### src/rtl/barrel_pkg.sv
// barrel_pkg: shared definitions for the rotate datapath.
//   WIDTH_DEF  default data width (power of two, >= 2)
//   SHW_DEF    shift-amount width / number of rotate stages for WIDTH_DEF
//   state_t    sequencer state encoding (IDLE, RUN)
//   rotl_pow2  rotate a WIDTH_DEF word left by 2^k; also used by the right-rotator's model
package barrel_pkg;

    localparam int WIDTH_DEF = 8;
    localparam int SHW_DEF   = $clog2(WIDTH_DEF);

    typedef enum logic {
        IDLE = 1'b0,
        RUN  = 1'b1
    } state_t;

    function automatic logic [WIDTH_DEF-1:0] rotl_pow2(input logic [WIDTH_DEF-1:0] w,
                                                      input int k);
        logic [2*WIDTH_DEF-1:0] dbl;
        dbl = {w, w} << (1 << k);
        return dbl[2*WIDTH_DEF-1:WIDTH_DEF];
    endfunction

endpackage

### src/rtl/barrel_unshifter_rotl_stage.sv
// rotl_stage: one combinational stage of the logarithmic left-rotator.
//   w    in   WIDTH  word to rotate
//   k    in   SHW    stage index; rotate amount is 2^k
//   en   in   1      rotate when high, pass w through when low
//   y    out  WIDTH  result
module rotl_stage #(
    parameter int WIDTH = 8,
    localparam int SHW = $clog2(WIDTH)
) (
    input  logic [WIDTH-1:0] w,
    input  logic [SHW-1:0]   k,
    input  logic             en,
    output logic [WIDTH-1:0] y
);

    // Shifting the doubled word left and keeping the upper half is a rotate:
    // the bits pushed out of the top copy are refilled from the lower copy.
    logic [2*WIDTH-1:0] dbl;

    always_comb begin
        dbl = {w, w} << (1 << k);
        y   = en ? dbl[2*WIDTH-1:WIDTH] : w;
    end

endmodule

### src/rtl/barrel_unshifter.sv
// barrel_unshifter: multi-cycle left-rotator, one power-of-two stage per clock.
// Undoes the upstream right rotation: rotl(rotr(x, s), s) == x.
//   clk       in   1      rising-edge clock
//   clear     in   1      asynchronous active-high reset
//   start     in   1      request, sampled while busy==0
//   data_in   in   WIDTH  operand, captured with start
//   shift     in   SHW    left-rotate amount, captured with start
//   data_out  out  WIDTH  result, updated only on the completion edge
//   busy      out  1      operation in progress, start ignored
//   done      out  1      one-cycle pulse when data_out takes a new result
module barrel_unshifter
    import barrel_pkg::*;
#(
    parameter int WIDTH = WIDTH_DEF,
    localparam int SHW = $clog2(WIDTH)
) (
    input  logic             clk,
    input  logic             clear,
    input  logic             start,
    input  logic [WIDTH-1:0] data_in,
    input  logic [SHW-1:0]   shift,
    output logic [WIDTH-1:0] data_out,
    output logic             busy,
    output logic             done
);

    localparam logic [SHW-1:0] K_ONE  = SHW'(1);
    localparam logic [SHW-1:0] K_LAST = SHW'(SHW - 1);

    state_t           state_q, state_d;
    logic [WIDTH-1:0] work_q,  work_d;
    logic [SHW-1:0]   sh_q,    sh_d;
    logic [SHW-1:0]   k_q,     k_d;
    logic [WIDTH-1:0] dout_d;
    logic             busy_d, done_d;

    // A single stage is time-shared: stage 0 on the fresh operand at accept,
    // then stage k on the work register while running.
    logic [WIDTH-1:0] stg_w, stg_y;
    logic [SHW-1:0]   stg_k;
    logic             stg_en;

    rotl_stage #(.WIDTH(WIDTH)) u_stage (
        .w  (stg_w),
        .k  (stg_k),
        .en (stg_en),
        .y  (stg_y)
    );

    always_ff @(posedge clk or posedge clear) begin
        if (clear) begin
            state_q  <= IDLE;
            work_q   <= '0;
            sh_q     <= '0;
            k_q      <= '0;
            data_out <= '0;
            busy     <= 1'b0;
            done     <= 1'b0;
        end else begin
            state_q  <= state_d;
            work_q   <= work_d;
            sh_q     <= sh_d;
            k_q      <= k_d;
            data_out <= dout_d;
            busy     <= busy_d;
            done     <= done_d;
        end
    end

    always_comb begin
        state_d = state_q;
        work_d  = work_q;
        sh_d    = sh_q;
        k_d     = k_q;
        dout_d  = data_out;
        busy_d  = busy;
        done_d  = 1'b0;
        stg_w   = data_in;
        stg_k   = '0;
        stg_en  = shift[0];

        unique case (state_q)
            IDLE: begin
                if (start) begin
                    sh_d   = shift;
                    work_d = stg_y;
                    if (SHW == 1) begin
                        // Single-stage build: stage 0 is also the last stage.
                        dout_d = stg_y;
                        done_d = 1'b1;
                        busy_d = 1'b0;
                    end else begin
                        k_d     = K_ONE;
                        busy_d  = 1'b1;
                        state_d = RUN;
                    end
                end
            end
            RUN: begin
                stg_w  = work_q;
                stg_k  = k_q;
                stg_en = sh_q[k_q];
                work_d = stg_y;
                k_d    = k_q + K_ONE;
                if (k_q == K_LAST) begin
                    dout_d  = stg_y;
                    done_d  = 1'b1;
                    busy_d  = 1'b0;
                    k_d     = '0;
                    state_d = IDLE;
                end
            end
            default: state_d = IDLE;
        endcase
    end

endmodule

### config.mk
export PLATFORM = sky130hd
export DESIGN_NAME = barrel_unshifter
export DESIGN_NICKNAME = d
export VERILOG_FILES = /design/src/rtl/barrel_pkg.sv /design/src/rtl/barrel_unshifter_rotl_stage.sv /design/src/rtl/barrel_unshifter.sv
export SDC_FILE = /design/constraint.sdc
export NUM_CORES = 1
export LEC_CHECK = 0
export ABC_AREA = 1
export CAP_MARGIN = 20
export CORE_UTILIZATION = 60
export CTS_CLUSTER_DIAMETER = 150
export DETAILED_ROUTE_END_ITERATION = 8
export DONT_BUFFER_PORTS = 1
export PLACE_DENSITY = 0.76
export SYNTH_ARGS = -nofsm -noshare
export SYNTH_HDL_FRONTEND = slang
export SYNTH_SLANG_ARGS = --single-unit
### constraint.sdc
create_clock -name clk -period 1.7 [get_ports clk]
set_input_delay 0.17 -clock clk [delete_from_list [all_inputs] [get_ports clk]]
set_output_delay 0.17 -clock clk [all_outputs]
set_load 0.05 [all_outputs]
==> results of run 1 <==
## cells by family (layout without fill, tap and decap cells)
group	count (synthesis)	count (layout)	synth area share
buf+inv	26	40	0.07342
simple gates	195	196	0.5125
compound gates	7	7	0.02195
mux	2	2	0.01363
flops	25	25	0.3785
## sequential cells by signal, indices dropped and copies added, names as in the netlist
signal,flops
busy,1
done,1
work_q,8
state_q,1
data_out,8
sh_q,3
k_q,3
## what timing repair did
item | in CTS | in global routing
setup buffers | 0 | 0
setup endpoints to repair | 0 | 16
gates resized for setup | 0 | 20
hold buffers | 1 | 2
endpoints found under the hold margin | 25 | 2
## metrics by stage
stage | hold WS [ns] | setup slack, ns | area, um2 | utilization | setup TNS, ns
final | 0.01093 | 0.08787 | 1867 | 0.7335 | 0
after global routing | 0.01614 | -0.03148 | 1867 | 0.7335 | -0.1165
after CTS | 0.001385 | 0.007704 | 1784 | 0.7011 | 0
after detailed placement | 0.1274 | 0.03344 | 1747 | 0.6863 | 0
after global placement | 0.1196 | 0.05991 | 1747 | 0.6863 | 0
after floorplan | 0.1973 | 0.2203 | 1653 | - | 0
## cell type report
type / instances / area, um2
Fill cell: 210 / 678.2
Timing Repair Buffer: 17 / 135.1
Tap cell: 30 / 37.54
Sequential cell: 25 / 629.4
Inverter: 19 / 76.32
Clock buffer: 3 / 22.52
Multi-Input combinational cell: 205 / 960.9
Clock inverter: 1 / 5.005
## per-layer routing
metal  vias to the layer above  GRT usage  wire (um)
li1                        840          -          -
met3                        13    0.04444        364
met5                         -          0          0
met4                         0    0.09829         87
met1                       789     0.4283       1896
met2                        87     0.5264       2042
## worst max-delay path by stage
stage / endpoint / slack, ns / depth (start not counted)
2_1_floorplan: work_q[1] / 0.22 / 11
4_1_cts: work_q[7] / 0.008 / 11
6_report: work_q[7] / 0.09 / 11
3_3_place_gp: work_q[7] / 0.06 / 11
3_5_place_dp: work_q[7] / 0.03 / 11
5_1_grt: work_q[7] / -0.03 / 10
## placed cells by master (no fill, tap or decap), types with 2 or more instances in the layout
master,Yosys,final
sky130_fd_sc_hd__nand2_1,138,130
sky130_fd_sc_hd__nand3_1,30,30
sky130_fd_sc_hd__dfrtp_1,25,22
sky130_fd_sc_hd__buf_4,1,14
sky130_fd_sc_hd__inv_1,13,12
sky130_fd_sc_hd__nand2_2,4,11
sky130_fd_sc_hd__nand4_1,8,8
sky130_fd_sc_hd__nor2_1,7,6
sky130_fd_sc_hd__nor2_4,3,4
sky130_fd_sc_hd__inv_2,4,4
sky130_fd_sc_hd__clkbuf_4,0,3
sky130_fd_sc_hd__dlygate4sd3_1,0,3
sky130_fd_sc_hd__dfrtp_2,0,3
sky130_fd_sc_hd__inv_4,0,2
sky130_fd_sc_hd__nor2_2,1,2
sky130_fd_sc_hd__a21oi_1,2,2
sky130_fd_sc_hd__o21ai_0,3,2
sky130_fd_sc_hd__mux2_2,2,2
sky130_fd_sc_hd__o21ai_1,1,2
sky130_fd_sc_hd__nand3_2,3,2
==> results.md, run 1 <==
Synthesis:
- The number of flops mapped to enable cells by yosys is 0.
- Of the post-synthesis cell area, the dominant cell type holds 0.3785.
- For this run, the register share of the synthesized area comes to 0.3785.
- By area the synthesized netlist is led by sky130_fd_sc_hd__dfrtp_1 (38%), sky130_fd_sc_hd__nand2_1 (31%), sky130_fd_sc_hd__nand3_1 (9.1%), sky130_fd_sc_hd__nand4_1 (3.0%), sky130_fd_sc_hd__inv_1 (3.0%).
- The number of instances in the synthesized netlist is 255.
- During synthesis, Yosys emitted a total of 0 warnings.
- The cell area after synthesis is 1653 um2.
- The largest total area in the synthesized netlist belongs to sky130_fd_sc_hd__dfrtp_1.
- The mean instance size in the synthesized netlist is 6.482 um2.
- Counting distinct cell types in the post-synthesis netlist gives 23.
- The post-synthesis net count is about 270.
- The most used flip-flop cell after synthesis is sky130_fd_sc_hd__dfrtp_1.
- The count of state elements after synthesis is 25.
- The most common cell in the netlist is sky130_fd_sc_hd__nand2_1.
- In the synthesized netlist the async set-or-reset flop fraction comes to 1.000.
- Ranked by instance count, the synthesized netlist is headed by sky130_fd_sc_hd__nand2_1 (138), sky130_fd_sc_hd__nand3_1 (30), sky130_fd_sc_hd__dfrtp_1 (25).

Clock network:
- The maximum number of buffers from clock root to sink is 2.
- The CTS tree is done.
- The clock drives 25 sinks.
- The root buffer cell chosen for the clock tree is sky130_fd_sc_hd__clkbuf_4.
- The TritonCTS buffer count is 3.
- The later pin in the worst-skew pair is clocked with a latency of roughly 0.31 ns.
- The maximum level of the CTS H-tree is 1.
- After clock tree synthesis, the clock-pin slew on the worst setup and hold paths is 0.14 ns.

STA:
- For the final database, setup skew stands at 0.006109 ns.
- The maximum clock rate is slightly above 600 MHz.
- Dividing the final minimum period by the clock period gives 0.9483.
- The slew at the pin closest to its max-slew limit is a little under 0.5 ns.
- The number of failing setup endpoints in the final timing report is 0.
- In this run the tightest slew margin relative to its limit is 0.6773.
- The number of hold-slack violations in the final timing report was 0.
- The final critical-path required period is roughly 1.6 ns.
- Setup repair after global routing could not meet its margin everywhere.
- The final number of max-transition violations is 0.

Worst setup path:
- Setup slack on the worst reg-to-reg path comes out at between 0.08 and 0.09 ns.
- The launching element of the worst setup path is state_q.
- Traced cell by cell, the critical path runs through nand2_2 -> inv_4 -> nand2_8 -> nand2_2 -> nand2_1 -> nand3_1 -> nand3_1 -> nand3_1 -> nand2_1 -> nand2_1 -> nand2_1.
- The nature of the critical path startpoint is a flop.
- The required time reported for the critical path endpoint is 1.92 ns.
- Among all stages on the critical path, the largest delay is contributed by sky130_fd_sc_hd__dfrtp_2.
- The worst setup path is captured at a flop.
- The buffer and inverter count on the worst path is 1.
- Of all nets on the critical path, the largest fanout is 13.
- The worst register-to-register path has a depth of 11.
- For this run, the slowest stage of the critical path takes approximately 0.49 ns.
- The critical path in this run is classified as flop to flop.
- The most used cell along the critical path is sky130_fd_sc_hd__nand2_1.
- The largest delay contributor family on the critical path is simple AND/OR/NAND/NOR gates.
- At the worst endpoint, the arrival time is roughly 1.8 ns.
- The reg-to-reg critical path startpoint is state_q.
- The endpoint of the most critical register-to-register path is work_q[7].

Detailed routing:
- Using the TritonRoute via totals, the vias-per-cell ratio works out to between 5 and 6.
- After detailed routing, the average wire length per cell comes to around 15 um.
- The via count is ~1700.
- After detailed routing, the number of remaining DRC violations is 0.
- The aggregate routed wire length is between 4 and 5 mm.
- The detailed router's first-iteration violation count is 106.
- For this run, the detailed router's first-pass iteration total came to 4.
- The antenna violation net count after detailed routing is 0.

Final layout:
- The net count of the finished layout is 285.
- The fraction of final layout cells sized beyond drive strength 1 is 0.1852.
- The area growth from synthesis to layout is 12.94%.
- The number of non-filler instances in the completed layout is 300.
- The number of antenna diodes is 0.

Run status:
- The flow ran to the end, and the final reports show no timing, DRC or antenna violations.

Floorplanning:
- The floorplan has 18 rows.
- The floorplan step defined a die boundary enclosing roughly 3000 um2.
- The starting density of the core is 0.6495.
- The y dimension of the die is around 54 um.
- The total I/O pin count is 24.
- The core area is 2545 um2.
- The width of the die is around 54 um.

Placement:
- After detailed placement, the design holds a cell count of between 200 and 300.
- The post-DP HPWL is approximately 3.2 mm.
- The count of buffers added on input and output ports is 0.
- The placer congestion estimate is about 1.0.

Min path:
- Along the worst hold path, the cell count comes to 2.
- The path with the worst hold slack has its endpoint at sh_q[0].
- In this run the most critical hold path is launched from shift[0].
- The type of the worst min-delay path is input pin to flop.

Global route:
- The initial antenna violation count is 0.
- The overall track demand over capacity in global routing is 0.3183.
- The via count of the first global-routing pass is about 1600.
- For this run the aggregate overflow at the end of global routing stands at 0.
- The first global-routing pass estimated about 6.7 mm of wire.
- The maximum number of pins on one net before global-route repair is 26.

Run:
- The max capacitance violation total is 0.
Power of run 1 is not shown: default switching activity piles up to over one toggle a cycle in this logic, so the estimate is an artifact.
==> inputs of run 2 (changes only) <==
HOLD_SLACK_MARGIN = 0.02   (was default)
==> run 2 against run 1 <==
Utilization up 0.39 points. Fmax down 3.3%. Sequential share of layout area is 0.18 points lower. Global-route usage up 0.18 points. Clock skew is 0.0048 ns higher. Sequential cell count unchanged. Critical path depth did not move. Cell count increased by 0.33%. Highest routed layer unchanged.
==> results.md, run 2 (same netlist as run 1, synthesis figures left out) <==
Clock network:
- The clock-pin slew on the worst setup and hold paths came to 0.14 ns (about the same).
- The maximum number of buffers from clock root to sink is 2 (unchanged).
- The number of clock sinks seen by CTS is 25 (unchanged).
- The cell at the root of the clock tree is sky130_fd_sc_hd__clkbuf_4 (unchanged).
- The post-CTS setup buffer count was 0 (unchanged).
- The maximum level of the CTS H-tree was 1 (unchanged).
- The clock insertion delay at the later pin of the skew report is 0.32 ns (was 0.31 ns).
- The TritonCTS buffer count was 3 (unchanged).
- The CTS tree was done (unchanged).

Final layout:
- The commonest non-fill, non-tap cell in the layout was sky130_fd_sc_hd__nand2_1 (unchanged).
- The total number of nets in the final design came to 286 (was 285).
- The area growth from synthesis to layout is 13.55% (was 12.94%).
- Most frequent cells in the layout: sky130_fd_sc_hd__nand2_1 (130), sky130_fd_sc_hd__nand3_1 (30), sky130_fd_sc_hd__dfrtp_1 (22) (unchanged).
- The finished layout cell area is 1877 um2 (was 1867 um2).
- Regs by FF count: data_out x8, work_q x8 (unchanged).
- The fraction of final layout cells sized beyond drive strength 1 is 0.1845 (was 0.1852).
- The number of antenna diodes was 0 (unchanged).

Run:
- The max capacitance violation total was 0 (unchanged).

STA:
- The relative max-transition margin came to 0.6780 (was 0.6773).
- The maximum clock rate came to 599.6 MHz (was 620.3 MHz).
- The final number of max-transition violations is 0 (unchanged).
- The number of hold-slack violations in the final timing report came to 0 (unchanged).
- The final critical-path required period is 1.668 ns (was 1.612 ns).
- The setup TNS is 0 ns (unchanged).
- The final cycle utilization of the critical path is 0.9810 (was 0.9483).
- The number of failing setup endpoints in the final timing report is 0 (unchanged).
- The worst setup skew after layout is 0.01094 ns (was 0.006109 ns).
- The slew at the pin closest to its max-slew limit is 0.4830 ns (was 0.4840 ns).
- Unrepaired setup endpoints after global routing: true (unchanged).

Detailed routing:
- The average wire length per cell after detail routing came to 14.82 um (was 14.64 um).
- The aggregate routed wire length is 4.460 mm (was 4.391 mm).
- The total DRC errors in the routed layout is 0 (unchanged).
- The via count is 1738 (was 1729).
- The number of iterations in the first detailed-routing pass is 5 (was 4).
- The post-detailed-route via-to-cell ratio is 5.774 (was 5.763).
- The antenna violation net count after detailed routing is 0 (unchanged).
- The detailed router's first-iteration violation count came to 84 (was 106).

Global route:
- The initial antenna violation count came to 0 (unchanged).
- The first-pass GRT wire length was 6.762 mm (was 6.720 mm).
- The via count of the first global-routing pass is 1560 (was 1556).
- The global route total overflow is 0 (unchanged).
- The overall track demand over capacity in global routing is 0.3200 (was 0.3183).
- The maximum number of pins on one net before global-route repair is 26 (unchanged).

Worst setup path:
- The required time reported for the critical path endpoint is 1.97 ns (was 1.92 ns).
- The category of the worst setup path capture point is a flop (unchanged).
- The data arrival time at the worst-slack endpoint is 1.94 ns (was 1.83 ns).
- The nature of the critical path startpoint is a flop (unchanged).
- The highest fanout seen on the critical path is 7 (was 13).
- The classification of the worst setup path is flop to flop (unchanged).

Floorplanning:
- The number of rows in the core area came to 18 (unchanged).
- The starting density of the core came to 0.6495 (unchanged).
- The die area is 2969 um2 (unchanged).
- The core area was 2545 um2 (unchanged).
- The width of the die came to 54.49 um (unchanged).
- The total I/O pin count is 24 (unchanged).
- The y dimension of the die is 54.49 um (unchanged).

Placement:
- The number of I/O port buffers is 0 (unchanged).
- The post-DP HPWL came to 3.202 mm (unchanged).
- The placer congestion estimate is 1.025 (unchanged).
- The placed cell area is 1747 um2 (unchanged).

Min path:
- The type of the worst min-delay path is input pin to flop (unchanged).

Run status:
- Run status: complete, no violations (unchanged).
run 2: cell count changes in the layout (fill, tap and decap cells not counted), sizes merged:
cell and delta:
dlygate4sd3 +1
run 2: layout make-up:
cell class,instances,area (um2)
clock inverter,1,5.005
inverter,19,76.32
tap,30,37.54
multi-input combinational,205,960.9
clock buffer,3,22.52
fill,209,668.1
timing repair buffer,18,145.1
sequential,25,629.4
run 2: layer usage:
layer	routed length (um)	track usage	vias to the layer above
li1	-	-	843
met1	1836	0.4336	782
met2	2087	0.5264	100
met3	460	0.04444	13
met4	76	0.09829	0
met5	0	0	-
run 2: worst max-delay path, cell delays in order (launching register included):
cell	delay (ns)
sky130_fd_sc_hd__dfrtp_2	0.50
sky130_fd_sc_hd__nand2_2	0.15
sky130_fd_sc_hd__nand2_2	0.12
sky130_fd_sc_hd__nor2_4	0.19
sky130_fd_sc_hd__nand2_1	0.12
sky130_fd_sc_hd__nand3_1	0.12
sky130_fd_sc_hd__nand2_1	0.07
sky130_fd_sc_hd__nand2_1	0.06
sky130_fd_sc_hd__nand3_1	0.08
sky130_fd_sc_hd__nand2_1	0.09
sky130_fd_sc_hd__nand2_1	0.06
sky130_fd_sc_hd__nand2_1	0.06
run 2: final timing paths:
| path | endpoint | start | slack (ns) | cells past startpoint |
|---|---|---|---|---|
| min | busy | start | 0.05 | 2 |
| max in group asynchronous | k_q[1] | clear | 1.13 | 3 |
| min in group asynchronous | work_q[5] | clear | 0.31 | 3 |
| max | data_out[6] | state_q | 0.03 | 11 |
| min reg2reg | work_q[0] | work_q[0] | 0.50 | 2 |
| max reg2reg | data_out[6] | state_q | 0.03 | 11 |
run 2: timing repair:
action | CTS | global route
hold buffers | 4 | 0
hold endpoints to repair | 28 | 0
gates resized for setup | 0 | 20
setup endpoints to repair | 0 | 16
run 2: per-stage QoR:
stage | instances | hold slack (ns) | worst slack [ns] | utilization
floorplan | 255 | 0.1973 | 0.2203 | -
global placement | 292 | 0.1196 | 0.05991 | 0.6863
detailed placement | 292 | 0.1274 | 0.03344 | 0.6863
CTS | 300 | 0.05200 | 0.007704 | 0.7129
global route | 301 | 0.05468 | -0.05017 | 0.7375
finish | 301 | 0.05100 | 0.03227 | 0.7375
Power of run 2 is left out for the same reason.
